`src/rtl/uart_cmd_ctrl_pkg.sv`:
```
// uart_cmd_ctrl_pkg: frame constants, parser states and checksum helper
package uart_cmd_ctrl_pkg;
   localparam logic [7:0] SYNC = 8'hAA;
   localparam logic [7:0] ACK  = 8'h06;
   localparam logic [7:0] NAK  = 8'h15;
   typedef enum logic [2:0] {IDLE, GOT_SYNC, GOT_ADDR, GOT_VAL, EXEC, RESP} state_t;
   function automatic logic [7:0] frame_chk(input logic [7:0] addr, input logic [7:0] value);
      return SYNC + addr + value;
   endfunction
endpackage

```
`src/rtl/uart_cmd_ctrl_timeout_cnt.sv`:
```
// timeout_cnt: inter-byte watchdog, pulses expired when TIMEOUT cycles pass without clr
module timeout_cnt #(
   parameter int TIMEOUT = 1200000
) (
   input  logic clk,
   input  logic rstn,
   input  logic clr,
   input  logic en,
   output logic expired
);
   localparam int W = $clog2(TIMEOUT);
   logic [W-1:0] cnt;
   assign expired = en && cnt == W'(TIMEOUT - 1);
   always_ff @(posedge clk)
      if (!rstn || clr || expired) cnt <= '0;
      else if (en) cnt <= cnt + 1'b1;
endmodule

```
`src/rtl/uart_cmd_ctrl.sv`:
```
// uart_cmd_ctrl: parses 4-byte command frames, writes an 8x8 register bank and replies ACK/NAK
module uart_cmd_ctrl
   import uart_cmd_ctrl_pkg::*;
#(
   parameter int TIMEOUT = 1200000
) (
   input  logic        clk,
   input  logic        rstn,
   input  logic        rcv,
   input  logic [7:0]  data,
   input  logic        tx_ready,
   output logic        tx_start,
   output logic [7:0]  tx_data,
   output logic [63:0] regs,
   output logic        frame_ok,
   output logic        err
);
   state_t state, state_d;
   logic [7:0] addr, addr_d, value, value_d;
   logic ok_d, err_d, start_d, expired, in_frame, chk_good;
   assign in_frame = state == GOT_SYNC || state == GOT_ADDR || state == GOT_VAL;
   assign chk_good = data == frame_chk(addr, value) && addr[7:3] == 5'd0;
   timeout_cnt #(.TIMEOUT(TIMEOUT)) u_timeout (
      .clk(clk), .rstn(rstn), .clr(rcv || !in_frame), .en(in_frame), .expired(expired)
   );
   // verdict is decided as CHK arrives so frame_ok/err are registered yet high during EXEC
   always_comb begin
      state_d = state;
      addr_d  = addr;
      value_d = value;
      ok_d    = 1'b0;
      err_d   = 1'b0;
      start_d = 1'b0;
      case (state)
         IDLE:     state_d = rcv && data == SYNC ? GOT_SYNC : IDLE;
         GOT_SYNC: begin
            addr_d  = rcv ? data : addr;
            state_d = rcv ? GOT_ADDR : expired ? IDLE : GOT_SYNC;
            err_d   = !rcv && expired;
         end
         GOT_ADDR: begin
            value_d = rcv ? data : value;
            state_d = rcv ? GOT_VAL : expired ? IDLE : GOT_ADDR;
            err_d   = !rcv && expired;
         end
         GOT_VAL:  begin
            state_d = rcv ? EXEC : expired ? IDLE : GOT_VAL;
            ok_d    = rcv && chk_good;
            err_d   = rcv ? !chk_good : expired;
         end
         EXEC:     state_d = RESP;
         RESP:     begin
            start_d = tx_ready;
            state_d = tx_ready ? IDLE : RESP;
         end
         default:  state_d = IDLE;
      endcase
   end
   always_ff @(posedge clk)
      if (!rstn) begin
         state    <= IDLE;
         addr     <= '0;
         value    <= '0;
         regs     <= '0;
         tx_data  <= '0;
         tx_start <= 1'b0;
         frame_ok <= 1'b0;
         err      <= 1'b0;
      end else begin
         state    <= state_d;
         addr     <= addr_d;
         value    <= value_d;
         tx_start <= start_d;
         frame_ok <= ok_d;
         err      <= err_d;
         if (state == EXEC) begin
            tx_data <= frame_ok ? ACK : NAK;
            if (frame_ok) regs[{addr[2:0], 3'b000} +: 8] <= value;
         end
      end
endmodule

```
`config.mk`:
```
export PLATFORM = sky130hd
export DESIGN_NAME = uart_cmd_ctrl
export DESIGN_NICKNAME = d
export VERILOG_FILES = /design/src/rtl/uart_cmd_ctrl_pkg.sv /design/src/rtl/uart_cmd_ctrl_timeout_cnt.sv /design/src/rtl/uart_cmd_ctrl.sv
export SDC_FILE = /design/constraint.sdc
export NUM_CORES = 1
export LEC_CHECK = 0
export BUFFER_PORTS_ARGS = -buffer_cell sky130_fd_sc_hd__buf_4
export CAP_MARGIN = 10
export CELL_PAD_IN_SITES_DETAIL_PLACEMENT = 0
export CELL_PAD_IN_SITES_GLOBAL_PLACEMENT = 2
export CORE_AREA = 2 2 123 125
export DETAILED_ROUTE_END_ITERATION = 8
export DIE_AREA = 0 0 125 127
export GPL_ROUTABILITY_DRIVEN = 0
export GPL_TIMING_DRIVEN = 0
export HOLD_SLACK_MARGIN = 0.08
export PLACE_DENSITY_LB_ADDON = 0.12
export SLEW_MARGIN = 20
export SYNTH_ARGS = -nofsm -noshare
export SYNTH_HDL_FRONTEND = slang
export SYNTH_SLANG_ARGS = --single-unit
export TNS_END_PERCENT = 20
```
`constraint.sdc`:
```
create_clock -name clk -period 3.3 [get_ports clk]
set_input_delay 0.66 -clock clk [delete_from_list [all_inputs] [get_ports clk]]
set_output_delay 0.66 -clock clk [all_outputs]
set_load 0.02 [all_outputs]
```
== Word level (Yosys, flattened, before mapping) ==
Cells that the tools add are included.
Operators by class
  add/sub/neg operators: 4
  shift-type cells: 2
  mux-type cells: 13
  reduce and logical (&&, ||, !) cells: 22
  eq/ne operators: 8
Operators with widths (number)
  $bwmux W64: 1
  $shift A8 B8 Y64 const A: 1
  $shiftx A8 B8 Y64: 1
  $add A21 B1 Y21 const B: 1
  $eq A21 B21 Y1 const B: 1
  $pmux W3 S6: 1
  $reduce_and A2 Y1: 5
  $add A8 B8 Y8: 1
  $add A8 B8 Y8 const A: 1
  $eq A8 B8 Y1: 1
  $eq A8 B8 Y1 const B: 1
  $mux W2: 4
  $neg A6 Y8: 1
  $eq A3 B2 Y1 const B: 2
  $eq A3 B3 Y1 const B: 2
  $mux W3: 2
  $logic_and A1 B1 Y1: 5
  $logic_not A5 Y1: 1
  $logic_or A1 B1 Y1: 5
  $mux W5: 1
  $logic_not A1 Y1: 4
  $eq A3 B1 Y1 const B: 1
  $logic_not A3 Y1: 1
  $mux W1: 3
  other kinds (2): 2
Word-level totals
  logic and storage cells: 58
  input port bits: 12
  output and inout bits: 75
  register bits after elaboration: 115

== Longest topological paths before layout ==
Gate-level depths: netlist (run 1).
  depth after elaboration: 7
  mapped depth: 12
  mapped depth without buffers: 11

== By module ==
Synthesis (run 1) repeated with hierarchy kept, for this count alone.
Second synthesis, totals
  cell total of the unflattened synthesis: 602
  area, all modules: 5222.5 um^2
Modules (own cells, without submodules)
  uart_cmd_ctrl: cells an instance 487, seq. area each 1781.7 um^2, instances 1, area an instance 4222.8 um^2
  timeout_cnt: cells an instance 115, seq. area each 420.4 um^2, instances 1, area an instance 999.7 um^2

== Least setup slack after synthesis (run 1) ==
No wires, ideal clock.
  path type: register -> register
  start: register value[1]
  end: register err
  period minus slack after synthesis: 2.526 ns
  library setup time: 0.127 ns
  setup slack: 0.774 ns
  stages on the path, launching flop included: 12
  arrival: 2.399 ns
  data required time: 3.173 ns
  buffers on the path: 1
  cells stage by stage: dfxtp_1 clkbuf_1 inv_1 ha_1 inv_1 ha_1 fa_1 xor2_1 nor4_1 nand4_1 o32ai_1 a21oi_1
Between the ends
  word-level cells in the longest chain between the ends: 6
RTL lines
  start: declaration: line uart_cmd_ctrl.sv:19  | logic [7:0] addr, addr_d, value, value_d;
  start signal: assignment: line uart_cmd_ctrl.sv:72  | value <= value_d;
  $add A8 B8 Y8: line uart_cmd_ctrl_pkg.sv:8  | return SYNC + addr + value;
  $eq A8 B8 Y1: line uart_cmd_ctrl.sv:22  | assign chk_good = data == frame_chk(addr, value) && addr[7:3] == 5'd0;
  $logic_and A1 B1 Y1: line uart_cmd_ctrl.sv:22
  $logic_not A1 Y1: line uart_cmd_ctrl.sv:49  | err_d = rcv ? !chk_good : expired;
  $mux W1: line uart_cmd_ctrl.sv:49
  $pmux W1 S2: line uart_cmd_ctrl.sv:34  | case (state)
  end signal: assignment: line uart_cmd_ctrl.sv:75  | err <= err_d;
  end: declaration: line uart_cmd_ctrl.sv:16  | output logic err
No other way between the ends.
A chain may end at the register's enable or synchronous reset.

== Worst setup path after layout (run 1) ==
Ends and elaborated chain as after synthesis.

==> metrics.md, run 1 <==
| Metric | Value |
|---|---|
| ANT nets after route | `0` |
| Synth top area cells | `dfxtp_1 (44%), mux2i_1 (14%), nor2b_1 (9.1%)` |
| Tmin final | `3.091 ns` |
| Total grt overflow | `0` |
| Post_cts resized | `0` |
| DIE HEIGHT | `127 um` |
| Synth Area per Inst | `9.661 um^2` |
| Via/cell ratio | `4.743` |
| Reg-to-Reg End | `err` |
| Antenna violations before repair | `0` |
| Die extent in x | `125 um` |
| N_diodes | `0` |
| CTS tree | `done` |
| Ys flop type | `dfxtp_1` |
| Nature of the critical path startpoint | `flip-flop` |
| Final Cycle Share | `93.68%` |
| Worst-path fanout max | `8` |
| Critical Path RT | `3.54 ns` |
| RSZ-0062 raised after global routing | `no` |
| Setup TNS | `0 ns` |
| Sequential fraction of the synthesis area | `43.84%` |
| Max Fclk | `323.5 MHz` |
| Core Area | `14420 um^2` |
| Crit path DAT | `3.33 ns` |
| Routed WL per cell | `16.42 um` |
| Post-Syn Instances | `520` |
| Initial Util | `34.83%` |
| Vias in the first global route | `3713` |
| Worst Hold Class | `flip-flop to flip-flop` |
| Ys Warns | `0` |
| IO Pins | `87` |
| Status | `finished, final reports clean` |
| Largest net degree at the start of global routing | `19` |
| FF-to-FF Start | `value[1]` |
| Clock buffer count from CTS | `9` |
| Yosys top cell by area | `dfxtp_1` |
| Power Dens Cells | `408.7 nW/um^2` |
| Register bit total from synthesis | `110` |
| R2r setup slk | `0.21 ns` |
| CTS clk-pin slew, worst paths | `0.08 ns` |
| Final Cell Area | `6175 um^2` |
| Clock latency on the worst-skew pair | `0.36 ns` |
| Worst Hold Launch | `u_timeout.cnt[0]` |
| Fin. max-slew vios | `0` |
| Final setup fails | `0` |
| Hold path depth | `1` |
| Share of layout cells above drive strength 1 | `19.52%` |
| CP endpoint kind | `flip-flop` |
| Final wirelength | `13200 um` |
| Commonest non-fill, non-tap cell in the layout | `dfxtp_1` |
| CTS root buffer | `clkbuf_16` |
| GRT Overall Usage | `16.53%` |
| PortBufs | `82` |
| Crit path kind | `flip-flop to flip-flop` |
| DR pass1 iterations | `4` |
| Bufs on Longest Clock Path | `2` |
| CTS Sinks | `110` |
| EDFF count, synth | `0` |
| First-pass GRT wire length | `20440 um` |
| Final core utilization | `42.81%` |
| Post-DP Area | `5881 um^2` |
| Area fraction of the dominant cell type after synthesis | `43.84%` |
| Max-cap viol count | `0` |
| Synth unique cells | `49` |
| Most frequent cells in the layout | `dfxtp_1 (110), buf_4 (89), nor2b_1 (73), mux2i_1 (68), nor2_1 (40)` |
| P_leak | `2.421 nW` |
| Normalized max-slew margin | `36.87%` |
| Hold path endpoint | `u_timeout.cnt[0]` |
| First-iteration detailed-routing DRC count | `180` |
| Via count | `3813` |
| Post-CTS Setup Inserts | `0` |
| Syn Std Cell Area | `5024 um^2` |
| Slew of the pin with the lowest slew margin | `0.9397 ns` |
| H-tree depth | `3` |
| Async SR Flop Fraction | `0%` |
| Peak supply drop | `0.0002615 V` |
| Worst clock skew | `0.004385 ns` |
| Nets@finish | `644` |
| DP HPWL | `9591 um` |
| Die ar. | `15880 um^2` |
| Layout area overhead | `22.91%` |
| Worst Reg2Reg Path Length in Cells | `10` |
| Post-CTS Hold Fix Bufs | `0` |
| Rows | `44` |
| Post-route DRC | `0` |
| Fin. Hold Viols | `0` |
==> metal layers <==
layer  routed length (um)  up-vias  part of all wire (%)  global-route usage (%)
li1                     -     1923                     -                       -
met1                 6417     1816                    49                   22.00
met2                 5960       59                    45                   26.44
met3                  661       15                   5.0                   4.899
met4                  165        0                   1.2                   4.183
met5                    0        -                     0                       0
==> logic make-up after synthesis <==
family | share of synthesized area, %
AND/OR/NAND/NOR | 22.71
flip-flops | 43.84
multiplexers | 13.55
buffers and inverters | 4.682
AO/OA/AOI/OAI | 4.832
XOR/XNOR | 5.928
adder cells (fa/ha/maj) | 4.384
other | 0.07465
==> power breakdown <==
part           internal [mW]  switching [mW]
clock                  0.594           0.530
combinational         0.0345          0.0393
sequential              1.33        0.000240
total                   1.95           0.570
==> registers in the layout, indices dropped and copies added, names as in the netlist <==
signal and flops:
regs 64, u_timeout.cnt 21, addr 8, value 8, state 3, tx_data 3, err 1, frame_ok 1
tx_start 1
==> metrics by stage <==
stage / std cells / hold slack (ns) / power [mW] / worst slack (ns)
final: 804 / 0.4539 / 2.524 / 0.2087
after global routing: 804 / 0.4888 / 2.608 / 0.1084
after CTS: 805 / 0.4573 / 2.566 / 0.05115
after detailed placement: 789 / 0.4393 / 1.431 / 0.06018
after global placement: 789 / 0.4308 / 1.432 / 0.06177
after floorplan: 523 / 0.4176 / 1.400 / 0.7741
==> how the worst max path moves through the flow <==
| stage | slack, ns | cells past startpoint | from | end |
|---|---|---|---|---|
| 4_1_cts | 0.05 | 11 | value[1] | err |
| 3_5_place_dp | 0.06 | 11 | value[1] | err |
| 2_1_floorplan | 0.77 | 11 | value[1] | err |
| 3_3_place_gp | 0.06 | 11 | value[1] | err |
| 6_report | 0.21 | 10 | value[1] | err |
| 5_1_grt | 0.11 | 10 | value[1] | err |
==> worst max-delay path, cell delays in order, from the launching register on <==
cell and delay (ns):
dfxtp_1 0.66, inv_1 0.17, ha_1 0.31, inv_1 0.04, ha_1 0.21, fa_1 0.45, xor2_1 0.15, nor4_1 0.37
nand4_1 0.22, o32ai_1 0.30, a21oi_1 0.10
==> cells in the mapped netlist, drive strengths merged, types with 6 or more instances <==
master and instances:
ha 16, xnor2 19, nor2 41, inv 17
clkbuf 14, mux2i 68, nand4 9, xor2 15
nand3 7, dfxtp 110, nor2b 73, and3 9
buf 17, nor3b 6, nand2 30, a21boi 9
a21oi 12
==> layout make-up <==
type	instances	area [um^2]
Timing Repair Buffer	82	615.6
Clock buffer	9	225.2
Sequential cell	110	2202
Tap cell	184	230.2
Buffer	30	163.9
Multi-Input combinational cell	364	2597
Clock inverter	7	72.57
Fill cell	1476	8249
Inverter	18	67.56
(Power assumes the default switching activity.)
==> run 2, diff against run 1 <==
--- a/config.mk
+++ b/config.mk
@@ -9,9 +9,9 @@
 export CAP_MARGIN = 10
 export CELL_PAD_IN_SITES_DETAIL_PLACEMENT = 0
 export CELL_PAD_IN_SITES_GLOBAL_PLACEMENT = 2
-export CORE_AREA = 2 2 123 125
+export CORE_AREA = 2 2 118 131
 export DETAILED_ROUTE_END_ITERATION = 8
-export DIE_AREA = 0 0 125 127
+export DIE_AREA = 0 0 120 133
 export GPL_ROUTABILITY_DRIVEN = 0
 export GPL_TIMING_DRIVEN = 0
 export HOLD_SLACK_MARGIN = 0.08
==> run 2 against run 1 <==
Count of clock-buffer cells in the layout up 1. Worst setup slack better by 0.026 ns. Critical endpoint is now frame_ok. Sequential share of layout area down 0.17 points. Non-clock buffer count up 1. Largest cell class unchanged. Sequential power about the same. Via count down 1.7%. Highest routed layer unchanged.
==> metrics.md, run 2 (synthesis gave the netlist of run 1 again) <==
| Metric | Value |
|---|---|
| Power Dens Cells | `407.6 nW/um^2 (-0.28%)` |
| Commonest non-fill, non-tap cell in the layout | `dfxtp_1` |
| N_diodes | `0 (unchanged)` |
| Post-route DRC | `0 (unchanged)` |
| Die ar. | `15960 um^2 (+0.54%)` |
| Antenna violations before repair | `0 (unchanged)` |
| CTS clk-pin slew, worst paths | `0.07 ns (about the same)` |
| Bufs on Longest Clock Path | `2 (unchanged)` |
| Normalized max-slew margin | `35.52% (-1.4 points)` |
| Post_cts resized | `0 (unchanged)` |
| Clock latency on the worst-skew pair | `0.36 ns (about the same)` |
| Reg-to-Reg End | `frame_ok` |
| Final setup fails | `0 (unchanged)` |
| GRT Overall Usage | `16.50% (-0.032 points)` |
| Die extent in x | `120 um (-4.0%)` |
| Kind of cell adding the most delay to the critical path | `adder cells` |
| Fin. Hold Viols | `0 (unchanged)` |
| Final wirelength | `12660 um (-4.1%)` |
| Total grt overflow | `0 (unchanged)` |
| Critical-path cell list | `clkbuf_1 -> inv_1 -> ha_1 -> inv_1 -> ha_1 -> fa_1 -> xor2_1 -> nor4_1 -> nand4_1 -> nor4b_1` |
| Top Registers | `regs (64), u_timeout.cnt (21)` |
| Final Cycle Share | `92.90% (-0.78 points)` |
| ANT nets after route | `0 (unchanged)` |
| Most frequent cells in the layout | `dfxtp_1 (110), buf_4 (89), nor2b_1 (73), mux2i_1 (68), nor2_1 (40)` |
| Max Fclk | `326.2 MHz (+0.84%)` |
| Status | `finished, final reports clean` |
| Worst-path fanout max | `8 (unchanged)` |
| Vias in the first global route | `3642 (-1.9%)` |
| H-tree depth | `3 (unchanged)` |
| Routed WL per cell | `15.50 um (-5.6%)` |
| Rows | `47 (+6.8%)` |
| Fin. max-slew vios | `0 (unchanged)` |
| PortBufs | `82 (unchanged)` |
| Flip-flop and latch area | `2202 um^2 (unchanged)` |
| CTS tree | `done` |
| Core Area | `14760 um^2 (+2.3%)` |
| Tmin final | `3.066 ns (-0.02575 ns)` |
| Clock buffer count from CTS | `9 (unchanged)` |
| First-pass GRT wire length | `20070 um (-1.8%)` |
| DIE HEIGHT | `133 um (+4.7%)` |
| Reg with most FFs | `regs` |
| Final core utilization | `42.03% (-0.78 points)` |
| Max-cap viol count | `0 (unchanged)` |
| Crit path DAT | `3.29 ns (-0.04 ns)` |
| Post-CTS Setup Inserts | `0 (unchanged)` |
| P_leak | `2.429 nW (+0.33%)` |
| Critical Path RT | `3.52 ns (-0.02 ns)` |
| DR pass1 iterations | `4 (unchanged)` |
| FF-to-FF Start | `value[1]` |
| Layout area overhead | `23.49%` |
| Slowest stage delay, CP | `0.44 ns (-0.22 ns)` |
| CTS Sinks | `110 (unchanged)` |
| DP HPWL | `9333 um (-2.7%)` |
| Initial Util | `34.03% (-0.79 points)` |
| Slowest cell on crit path | `fa_1` |
| Via count | `3747 (-1.7%)` |
| Via/cell ratio | `4.586 (-3.3%)` |
| Largest net degree at the start of global routing | `19 (unchanged)` |
| Worst Reg2Reg Path Length in Cells | `10 (unchanged)` |
| Share of layout cells above drive strength 1 | `19.48% (-0.031 points)` |
| CP endpoint kind | `flip-flop` |
| Number of flip-flops in the largest register | `64 (unchanged)` |
| Multi-input logic area | `2597 um^2 (unchanged)` |
| Nets@finish | `645 (+0.16%)` |
| Worst Hold Class | `flip-flop to flip-flop` |
| Peak supply drop | `0.0001749 V (-33%)` |
| Filler cells | `1474 (-0.14%)` |
| Worst Hold Launch | `u_timeout.cnt[0]` |
| Crit path kind | `flip-flop to flip-flop` |
| CTS root buffer | `clkbuf_16` |
| RSZ-0062 raised after global routing | `no` |
| Slew of the pin with the lowest slew margin | `0.9598 ns (+0.02013 ns)` |
| Setup TNS | `0 ns (unchanged)` |
| Critical path buffers and inverters | `3 (+1)` |
| First-iteration detailed-routing DRC count | `157 (-13%)` |
| IO Pins | `87 (unchanged)` |
| Nature of the critical path startpoint | `flip-flop` |
| Hold path endpoint | `u_timeout.cnt[0]` |
| Hold path depth | `1 (unchanged)` |
| Post-CTS Hold Fix Bufs | `0 (unchanged)` |
| Worst clock skew | `0.008655 ns (+0.004270 ns)` |
| R2r setup slk | `0.23 ns (+0.03 ns)` |
## run 2: changes by cell type in the layout (fill, tap and decap cells not counted), sizes merged
cell,previous run,this run
clkbuf,22,24
clkinv,4,5
clkinvlp,1,0
inv,19,18
## run 2: worst max-delay path by stage
stage	from	endpoint	slack [ns]	cells after the start
6_report	value[1]	frame_ok	0.23	10
2_1_floorplan	value[1]	err	0.77	11
5_1_grt	value[1]	frame_ok	0.02	10
3_5_place_dp	value[1]	frame_ok	0.14	10
4_1_cts	value[1]	frame_ok	0.14	10
3_3_place_gp	value[1]	frame_ok	0.16	10
## run 2: cell type report
type / count / area share, %
Tap cell: 196 / 3.953
Inverter: 18 / 1.089
Clock buffer: 10 / 3.852
Timing Repair Buffer: 82 / 9.923
Buffer: 31 / 2.703
Multi-Input combinational cell: 364 / 41.87
Clock inverter: 6 / 1.109
Sequential cell: 110 / 35.50
## run 2: metrics by stage
| stage | instances | hold slack [ns] | cell area, um^2 | setup WS [ns] | power [mW] |
|---|---|---|---|---|---|
| 2_1_floorplan | 523 | 0.4176 | 5035 | 0.7741 | 1.400 |
| 3_3_place_gp | 801 | 0.4335 | 5896 | 0.1568 | 1.433 |
| 3_5_place_dp | 801 | 0.4472 | 5896 | 0.1432 | 1.433 |
| 4_1_cts | 817 | 0.4583 | 6203 | 0.1362 | 2.573 |
| 6_report | 817 | 0.4560 | 6203 | 0.2344 | 2.528 |
| 5_1_grt | 817 | 0.4790 | 6203 | 0.02464 | 2.631 |
## run 2: per-layer routing
layer  up-vias  track usage (%)  part of all wire (%)
li1       1923                -                     -
met1      1748            22.01                    48
met2        64            26.07                    47
met3        12            2.759                   3.3
met4         0            7.451                   2.2
met5         -                0                     0
## run 2: power by group
| part | internal, mW | switching, mW | leakage [nW] | total (mW) |
|---|---|---|---|---|
| clock network | 0.615 | 0.512 | 0.154 | 1.13 |
| registers | 1.33 | 0.000208 | 0.885 | 1.33 |
| logic | 0.0345 | 0.0400 | 1.39 | 0.0745 |
| total | 1.98 | 0.553 | 2.43 | 2.53 |
